## config.mk

```make
export PLATFORM = sky130hd
export DESIGN_NAME = serial_subtractor_16bit
export DESIGN_NICKNAME = d
export VERILOG_FILES = /design/src/rtl/serial_subtractor_16bit.sv
export SDC_FILE = /design/constraint.sdc
export NUM_CORES = 1
export LEC_CHECK = 0
export CAP_MARGIN = 20
export CORE_ASPECT_RATIO = 0.7
export CORE_MARGIN = 1
export CORE_UTILIZATION = 48
export DETAILED_ROUTE_END_ITERATION = 7
export PLACE_DENSITY = 0.82
export SETUP_SLACK_MARGIN = 0.1
export SLEW_MARGIN = 20
export SYNTH_ARGS = -nofsm -noshare
export SYNTH_HDL_FRONTEND = slang
export SYNTH_SLANG_ARGS = --single-unit
```

## constraint.sdc

```tcl
create_clock -name clk -period 3.1 [get_ports clk]
set_input_delay 0.62 -clock clk [delete_from_list [all_inputs] [get_ports clk]]
set_output_delay 0.62 -clock clk [all_outputs]
set_load 0.02 [all_outputs]
```

## src/rtl/serial_subtractor_16bit.sv

```systemverilog
// Digit-serial two's-complement subtractor: d = a - b - bin, DIGIT bits per clock, LSB digit first.
// Define SUB_OVERFLOW_EN to compile in signed-overflow detection; otherwise overflow is tied to 0.
module serial_subtractor_16bit #(
   parameter int WIDTH = 16,
   parameter int DIGIT = 1
) (
   input  logic             clk,
   input  logic             rst,
   input  logic             start,
   input  logic [WIDTH-1:0] a,
   input  logic [WIDTH-1:0] b,
   input  logic             bin,
   output logic [WIDTH-1:0] d,
   output logic             bout,
   output logic             overflow,
   output logic             busy,
   output logic             done
);

   localparam int NDIG = WIDTH / DIGIT;
   localparam int CW   = (NDIG > 1) ? $clog2(NDIG) : 1;
   localparam int IW   = (WIDTH > 1) ? $clog2(WIDTH) : 1;
   localparam logic [CW-1:0] LAST_DIG = CW'(NDIG - 1);

   localparam logic [1:0] S_IDLE = 2'd0;
   localparam logic [1:0] S_RUN  = 2'd1;
   localparam logic [1:0] S_DONE = 2'd2;

   logic [1:0]       state_q, state_d;
   logic [CW-1:0]    cnt_q, cnt_d;
   logic [WIDTH-1:0] a_q, a_d;
   logic [WIDTH-1:0] b_q, b_d;
   logic [WIDTH-1:0] res_q, res_d;
   logic [WIDTH-1:0] d_q, d_d;
   logic             borrow_q, borrow_d;
   logic             bout_q, bout_d;
   logic [IW-1:0]    base;
   logic [DIGIT:0]   sum;
`ifdef SUB_OVERFLOW_EN
   logic             ovf_q, ovf_d;
`endif

   always_comb begin
      state_d  = state_q;
      cnt_d    = cnt_q;
      a_d      = a_q;
      b_d      = b_q;
      res_d    = res_q;
      d_d      = d_q;
      borrow_d = borrow_q;
      bout_d   = bout_q;
`ifdef SUB_OVERFLOW_EN
      ovf_d    = ovf_q;
`endif
      base = IW'(int'(cnt_q) * DIGIT);
      // Subtraction as a + ~b + ~borrow; the digit carry-out is the inverted borrow-out.
      sum  = {1'b0, a_q[base +: DIGIT]} + {1'b0, ~b_q[base +: DIGIT]} + {{DIGIT{1'b0}}, ~borrow_q};

      case (state_q)
         S_IDLE, S_DONE: begin
            if (start) begin
               a_d      = a;
               b_d      = b;
               borrow_d = bin;
               cnt_d    = '0;
               state_d  = S_RUN;
            end else begin
               state_d  = S_IDLE;
            end
         end
         S_RUN: begin
            res_d[base +: DIGIT] = sum[DIGIT-1:0];
            borrow_d = ~sum[DIGIT];
            cnt_d    = cnt_q + CW'(1);
            // Results are loaded on the last digit edge so they are valid in the DONE cycle.
            if (cnt_q == LAST_DIG) begin
               state_d = S_DONE;
               d_d     = res_d;
               bout_d  = ~sum[DIGIT];
`ifdef SUB_OVERFLOW_EN
               ovf_d   = (a_q[WIDTH-1] != b_q[WIDTH-1]) && (res_d[WIDTH-1] != a_q[WIDTH-1]);
`endif
            end
         end
         default: state_d = S_IDLE;
      endcase
   end

   always_ff @(posedge clk or posedge rst) begin
      if (rst) begin
         state_q  <= S_IDLE;
         cnt_q    <= '0;
         a_q      <= '0;
         b_q      <= '0;
         res_q    <= '0;
         d_q      <= '0;
         borrow_q <= 1'b0;
         bout_q   <= 1'b0;
`ifdef SUB_OVERFLOW_EN
         ovf_q    <= 1'b0;
`endif
      end else begin
         state_q  <= state_d;
         cnt_q    <= cnt_d;
         a_q      <= a_d;
         b_q      <= b_d;
         res_q    <= res_d;
         d_q      <= d_d;
         borrow_q <= borrow_d;
         bout_q   <= bout_d;
`ifdef SUB_OVERFLOW_EN
         ovf_q    <= ovf_d;
`endif
      end
   end

   assign d    = d_q;
   assign bout = bout_q;
   assign busy = (state_q == S_RUN);
   assign done = (state_q == S_DONE);
`ifdef SUB_OVERFLOW_EN
   assign overflow = ovf_q;
`else
   assign overflow = 1'b0;
`endif

endmodule

```

# == Word-level counts from Yosys, hierarchy flattened ==
# Index checks and enable logic that the tools add are counted.
# Widths: inputs -> output; s select.
# word_totals
reg_bits,72
in_bits,36
out_inout_bits,20
elab_cells,38
# op_classes
n_addsub,4
n_eq_ne,5
shift,4
mux,8
bitwise,3
reduce_logical,6
# ops
operator,count
$shiftx 16x5->1,2
$bwmux 16,1
$shift 1x6->16 const A,1
$shiftx 1x6->16,1
$pmux 4 s2,1
$neg 4->6,1
$reduce_and 2->1,3
$add 4x1->4 const B,1
$eq 4x4->1 const B,1
$mux 4,1
$pmux 2 s2,1
$not 1->1,3
$add 1x1->2,1
$add 2x1->2,1
$eq 2x1->1 const B,1
$eq 2x2->1 const B,1
$logic_not 2->1,1
$mux 1,2
$mux 2,1
$ne 2x1->1 const B,1
$ne 2x2->1 const B,1
$pmux 1 s2,1
$reduce_bool 2->1,1
$reduce_or 2->1,1

# == Logic depth before layout (Yosys ltp) ==
# Gate-level depths: netlist (run 1).
# logic_depth
depth_word,6
mapped_depth,10
mapped_depth_nobuf,8

# == Worst setup path after synthesis (run 1) ==
# No wires, ideal clock.
# synth_path
kind,register to register
start,reg cnt_q[0]
end,reg res_q[5]
setup_ns,0.125
arrival_time_ns,2.780
t_required_ns,2.975
setup_slack_ns,0.195
stages_incl_launch_ff,11
n_path_buf,2
period_less_slack_ns,2.905
path_cell_list,dfrtp_1 -> buf_6 -> buf_4 -> mux4_2 -> a22oi_1 -> nand3_1 -> fa_1 -> inv_1 -> and3_1 -> nor2b_1 -> mux2_2
# synth_via
elab_chain_cells,6
word_cells_on_any_way,9
classes_between,add/sub: 3; shift: 4; mux: 1; bitwise: 1
# synth_rtl
element,line_no,source
start: declaration,30,"logic [CW-1:0] cnt_q, cnt_d;"
start signal: assignment,104,cnt_q <= cnt_d;
$shiftx 16x5->1,57,"sum = {1'b0, a_q[base +: DIGIT]} + {1'b0, ~b_q[base +: DIGIT]} + {{DIGIT{1'b0}}, ~borrow_q};"
$not 1->1,57,
$add 1x1->2,57,
$add 2x1->2,57,
$shiftx 1x6->16,72,res_d[base +: DIGIT] = sum[DIGIT-1:0];
$bwmux 16 (*),72,
end signal: assignment,107,res_q <= res_d;
end: declaration,33,"logic [WIDTH-1:0] res_q, res_d;"
# Mark *: on every way between the ends. The rest lies on a longest branch, timed or not.
# A chain may end at the register's enable or synchronous reset.

# == Worst setup path after layout (run 1) ==
# layout_path
start,reg cnt_q[0]
end,reg res_q[13]
# Same word-level chain as after synthesis.

==> impl_results.md, run 1 <==
- Die area: 0.00764 mm2
- Pint: 2.74 mW
- Reg2Reg Setup Slack: 310 ps
- Combinational family with the most area after synthesis: multiplexers
- P_leak: 1.92 nW
- Fin crit period: 2790 ps
- Most frequent CP cell: nand3_1
- Post-Synth Adder-Cell Area: 2.00%
- I/O pin cnt: 56
- Final setup fails: 0
- Die Wd: 104 um
- Multiplexer share of the synthesized area: 20.9%
- Inserted Clock Buffers: 9
- Top cell type's share of synthesized area: 51.5%
- Crit path largest cell delay: 520 ps
- Critical path buffers and inverters: 2
- DP HPWL: 5510 um
- Vias post-DR: 2546
- # diodes: 0
- Slew Limit Fails: 0
- Die Y: 73.4 um
- Power per Cell Area: 1040 mW/mm2
- WP data required: 3340 ps
- Largest fanout on the critical path: 9
- Share of cells above drive strength 1: 22.6%
- Non-filler cells, final: 461
- Reg area: 0.00180 mm2
- Placement Cell Area: 0.00416 mm2
- Initial Utilization: 50.6%
- Largest net degree at the start of global routing: 33
- CTS root buf: clkbuf_8
- Syn Nets: 344
- Drt pass-1 iters: 4
- Layout area overhead: 24.3%
- Clock Sink Count: 72
- Fin. Hold Viols: 0
- Setup TNS: 0 ps
- First-pass GRT wire length: 12800 um
- CTS tree: yes
- Design Area, Final: 0.00435 mm2
- Least-Margin Pin Slew: 559 ps
- Worst hold path class: reg2reg
- RSZ-0062 raised after global routing: no
- I/O Buffers: 54
- MaxCap Viol Count: 0
- Post-Syn Area per Cell: 11.5 um2
- Multi-input gate area: 0.00158 mm2
- FP Rows: 25
- Crit-path cells: buf_4 -> mux4_2 -> nand3_1 -> nand3_1 -> fa_1 -> inv_1 -> and3_1 -> nor2b_1 -> mux2_2
- F_max: 358 MHz
- Xor and xnor fraction of the mapped netlist area: 0.250%
- Crit share post-route: 90.1%
- Seq/Total Area, Yosys: 51.5%
- Initial antenna violation count: 0
- All-Layer GR Usage: 22.4%
- Startpoint types: flip-flop
- Comb pwr share: 49.4%
- CP arrival: 3040 ps
- Worst-Skew Late Latency: 360 ps
- Nets: 403
- Switch Pwr: 1.80 mW
- Crit path max-delay family: multiplexers
- Vias per cell: 5.52
- Clock Path Buffers: 2
- Switch share: 39.6%
- Post-synth top area cell: dfrtp_1
- Placed insts: 443
- Routability congestion estimate: 0.862
- Sequential power share: 36.1%
- DR WL/cell: 16.6 um
- Max-Slew Margin vs Limit: 62.7%
- Fillers: 523
- #FFs+latches synth: 72
- Netlist cell types: 43
- Compound-Gate Fraction of Synth Area: 7.87%
- Synth Area in Simple Gates: 13.6%
- Synth Cell Area: 0.00350 mm2
- Initial DRC count: 180
- Endpoint class of the critical path: flip-flop
- Detailed Route WL: 7650 um
- ANT nets after route: 0
- Outcome: complete, no violations
- Clock skew: 5.63 ps
- Slowest cell on crit path: fa_1
- Post-Synthesis Cells: 303
- Clock network power share: 14.5%
- VDD IR max: 0.000419 V
- Final Util: 63.0%
- Grt ovf: 0
- Top cells by area in the synthesized netlist: dfrtp_1 (51%), mux2_2 (13%), nand2_1 (4.5%), mux4_1 (3.0%), mux4_2 (2.6%)
- Yosys warns: 0
- DR DRC count: 0
- Crit path kind: reg2reg
- Vias in the first global route: 2545
- Clock transition at the registers of the reported paths: 80 ps
- CTS H-tree lvls: 3
- Core box area: 0.00691 mm2
- Hold Buf Count CTS: 0
-- registers in the layout, indices dropped and copies added (netlist names) --
register and cells:
state_q 2, cnt_q 4, bout 1, d 16
res_q 16, borrow_q 1, b_q 16, a_q 16
-- metal layers --
layer  vias to the layer above  GRT usage [%]  share of wire (%)
li1                       1194              -                  -
met1                      1245           30.1                 46
met2                        97           33.4                 45
met3                        10           8.16                8.2
met4                         0           8.41                1.5
met5                         -              0                  0
-- logic make-up after synthesis --
kind of cell | after synthesis
muxes | 56
AOI/OAI and AO/OA | 41
DFF | 72
other | 1
xor gates and xnor gates | 1
buffers and inverters | 26
and+or+nand+nor | 101
adders and majority gates | 5
-- synthesized netlist by cell type (all sizes together) --
master	n
or3	1
o32a	1
fa	1
nand3	13
nand2b	3
o21bai	3
mux2	45
nand2	42
a21bo	1
o2111ai	2
inv	6
nand4	6
a21boi	1
conb	1
nor2	20
mux2i	3
o21ai	12
clkbuf	4
buf	16
nor3	1
nor4bb	1
a22oi	3
and3	4
o31a	1
ha	4
nand3b	1
o32ai	1
a21o	2
dfrtp	72
or2	2
o31ai	1
a22o	2
mux4	8
a21oi	6
a32oi	1
xor2	1
nor2b	7
a31oi	4
-- metrics by stage --
stage / hold WS, ps / worst slack (ps) / total power [mW]
6_report: 470 / 308 / 4.54
3_3_place_gp: 449 / 222 / 3.73
5_1_grt: 496 / 132 / 4.86
4_1_cts: 477 / 134 / 4.49
2_1_floorplan: 432 / 195 / 3.12
3_5_place_dp: 458 / 138 / 3.82
-- placed cells by master (no fill, tap or decap), drive strengths merged, types with 3 or more instances in the layout --
| cell type | synthesis | layout |
|---|---|---|
| dfrtp | 72 | 72 |
| clkdlybuf4s50 | 0 | 54 |
| mux2 | 45 | 45 |
| nand2 | 42 | 42 |
| nor2 | 20 | 20 |
| buf | 16 | 14 |
| nand3 | 13 | 13 |
| o21ai | 12 | 12 |
| clkbuf | 4 | 10 |
| mux4 | 8 | 8 |
| nor2b | 7 | 7 |
| a21oi | 6 | 6 |
| nand4 | 6 | 6 |
| inv | 6 | 6 |
| and3 | 4 | 4 |
| a31oi | 4 | 4 |
| ha | 4 | 4 |
| clkinv | 0 | 4 |
| nand2b | 3 | 3 |
| mux2i | 3 | 3 |
| o21bai | 3 | 3 |
| a22oi | 3 | 3 |
-- worst paths after layout --
kind	startpoint	endpoint	cells past startpoint
max	cnt_q[0]	res_q[13]	9
min	res_q[3]	d[3]	2
max reg2reg	cnt_q[0]	res_q[13]	9
min reg2reg	res_q[3]	d[3]	2
max in group asynchronous	rst	state_q[1]	3
min in group asynchronous	rst	a_q[4]	2
-- worst reg2reg max path, cell delays in order (launching register included) --
cell and delay [ps]:
dfrtp_2 490, buf_4 150, mux4_2 490, nand3_1 120
nand3_1 100, fa_1 520, inv_1 130, and3_1 270
nor2b_1 150, mux2_2 260
-- cell type report --
class | instances | share of cell area, %
sequential | 72 | 41.4
multi-input combinational | 205 | 36.3
timing repair buffer | 68 | 15.1
clock buffer | 10 | 3.16
tap | 94 | 2.70
clock inverter | 6 | 0.805
inverter | 6 | 0.518
-- power groups by stage --
stage	logic, mW	clock network (mW)	registers, mW
after floorplan	1.48	0	1.63
after global placement	2.09	0	1.64
after detailed placement	2.16	0	1.66
after CTS	2.17	0.675	1.64
after global routing	2.45	0.708	1.70
final	2.24	0.660	1.64
-- what timing repair did --
item | in CTS | in global routing
hold endpoints to repair | 0 | 0
resized for setup | 0 | 2
endpoints found under the setup margin | 0 | 11
buffers inserted | 0 | 2
No activity file was read; power rests on OpenSTA's default activity.
==> inputs of run 2 (changes only) <==
Settings changed: SETUP_SLACK_MARGIN 0.1 to not set.
==> impl_results.md, run 2 (synthesis results as in run 1) <==
- Outcome: complete, no violations
- Most common library cell in the layout ignoring fill and taps: dfrtp_1
- Slew Limit Fails: 0 (unchanged)
- Total Power Consumption: 4.48 mW (-1.4%)
- Largest net degree at the start of global routing: 33 (unchanged)
- Switch share: 39.3% (-0.34 points)
- Worst hold path class: reg2reg
- CTS H-tree lvls: 3 (unchanged)
- Switch Pwr: 1.76 mW (-2.2%)
- Hold Buf Count CTS: 0 (unchanged)
- R2R depth: 8 (-1)
- Clock Sink Count: 72 (unchanged)
- Initial DRC count: 217 (+21%)
- # diodes: 0 (unchanged)
- F_max: 354 MHz (-1.2%)
- Detailed Route WL: 7570 um (-1.1%)
- Sequential power share: 36.6% (+0.5 points)
- Least-Margin Pin Slew: 559 ps (+0.0128 ps)
- CTS tree: yes
- Max-Slew Margin vs Limit: 62.7% (about the same)
- Vias per cell: 5.52 (about the same)
- Die area: 0.00764 mm2 (unchanged)
- P_leak: 1.91 nW (-0.64%)
- Setup TNS: 0 ps (unchanged)
- MaxCap Viol Count: 0 (unchanged)
- ANT nets after route: 0 (unchanged)
- Inserted Clock Buffers: 9 (unchanged)
- DP HPWL: 5510 um (unchanged)
- RSZ-0062 raised after global routing: no
- Crit share post-route: 91.1% (+1.1 points)
- Clock network power share: 14.6% (about the same)
- Core box area: 0.00691 mm2 (unchanged)
- DR WL/cell: 16.5 um (-0.65%)
- Drt pass-1 iters: 4 (unchanged)
- Nets: 401 (-0.50%)
- Fin crit period: 2830 ps (+33.3 ps)
- Layout area overhead: 23.7%
- First-pass GRT wire length: 12800 um (unchanged)
- I/O pin cnt: 56 (unchanged)
- Post-CTS Setup Inserts: 0 (unchanged)
- Power per Cell Area: 1030 mW/mm2 (-0.90%)
- WP data required: 3370 ps (+30 ps)
- Clock transition at the registers of the reported paths: 80 ps (about the same)
- Startpoint types: flip-flop
- Final Util: 62.6% (-0.31 points)
- Routability congestion estimate: 0.862 (unchanged)
- Vias post-DR: 2535 (-0.43%)
- Die Wd: 104 um (unchanged)
- Clock Path Buffers: 2 (unchanged)
- I/O Buffers: 54 (unchanged)
- Endpoint class of the critical path: flip-flop
- Vias in the first global route: 2545 (unchanged)
- Initial antenna violation count: 0 (unchanged)
- Final setup fails: 0 (unchanged)
- DR DRC count: 0 (unchanged)
- Pint: 2.72 mW (-0.83%)
- FP Rows: 25 (unchanged)
- Hold path depth: 2 (unchanged)
- Resize count post-CTS: 0 (unchanged)
- All-Layer GR Usage: 22.4% (unchanged)
- Grt ovf: 0 (unchanged)
- Share of cells above drive strength 1: 22.2% (-0.42 points)
- Comb pwr share: 48.7% (-0.7 points)
- VDD IR max: 0.000400 V (-4.3%)
- Initial Utilization: 50.6% (unchanged)
- CTS root buf: clkbuf_8
- Clock skew: 7.78 ps (+2.16 ps)
- CP arrival: 3090 ps (+50 ps)
- Worst-Skew Late Latency: 350 ps (about the same)
- Largest fanout on the critical path: 9 (unchanged)
- Highest-count cells in the layout ignoring fill and taps: dfrtp_1 (71), clkdlybuf4s50_1 (54), nand2_1 (42)
- Crit path kind: reg2reg
- Die Y: 73.4 um (unchanged)
- Fin. Hold Viols: 0 (unchanged)
run 2: cell count changes in the layout (fill, tap and decap cells not counted):
cell    delta
nor3_4     -1
nor3_2     +1
buf_4      -2
run 2: worst max-delay path: stages (launching register included):
cell	delay (ps)
dfrtp_2	510
mux4_1	580
a22oi_1	170
and3_1	200
fa_1	440
buf_4	180
nor3_2	300
o21ai_0	160
o31ai_1	200
run 2: per-stage QoR:
step | area (um2) | hold slack, ps | worst slack (ps) | std cells
floorplan | 3500 | 432 | 195 | 303
global placement | 4160 | 449 | 222 | 443
detailed placement | 4160 | 458 | 138 | 443
finish | 4330 | 470 | 275 | 459
CTS | 4330 | 477 | 134 | 459
global route | 4330 | 496 | 44.7 | 459
run 2: layer usage:
metal | track usage (%) | vias to the layer above | routed length, um | share of wire, %
met5 | 0 | - | 0 | 0
met4 | 8.41 | 0 | 112 | 1.5
met3 | 8.16 | 10 | 585 | 7.7
met2 | 33.4 | 94 | 3350 | 44
met1 | 30.1 | 1239 | 3520 | 47
li1 | - | 1192 | - | -
run 2: final cells by class:
class,instances,area (um2)
clock buffers,10,138
clock inverters,6,35.0
fillers,528,2580
inverters,6,22.5
multi-input cells,205,1570
flip-flops and latches,72,1800
well taps,94,118
repair buffers,66,643
run 2: worst paths after layout:
check	startpoint	end	slack (ps)
max	cnt_q[0]	res_q[7]	270
min	res_q[3]	d[3]	470
max reg2reg	cnt_q[0]	res_q[7]	270
min reg2reg	res_q[3]	d[3]	470
max in group asynchronous	rst	state_q[1]	1640
min in group asynchronous	rst	a_q[4]	640
run 2: power groups by stage:
stage                     combinational [mW]  sequential, mW  clock, mW
after global routing                    2.40            1.70      0.707
after detailed placement                2.16            1.66          0
final                                   2.18            1.64      0.656
after global placement                  2.09            1.64          0
after floorplan                         1.48            1.63          0
after CTS                               2.17            1.64      0.675
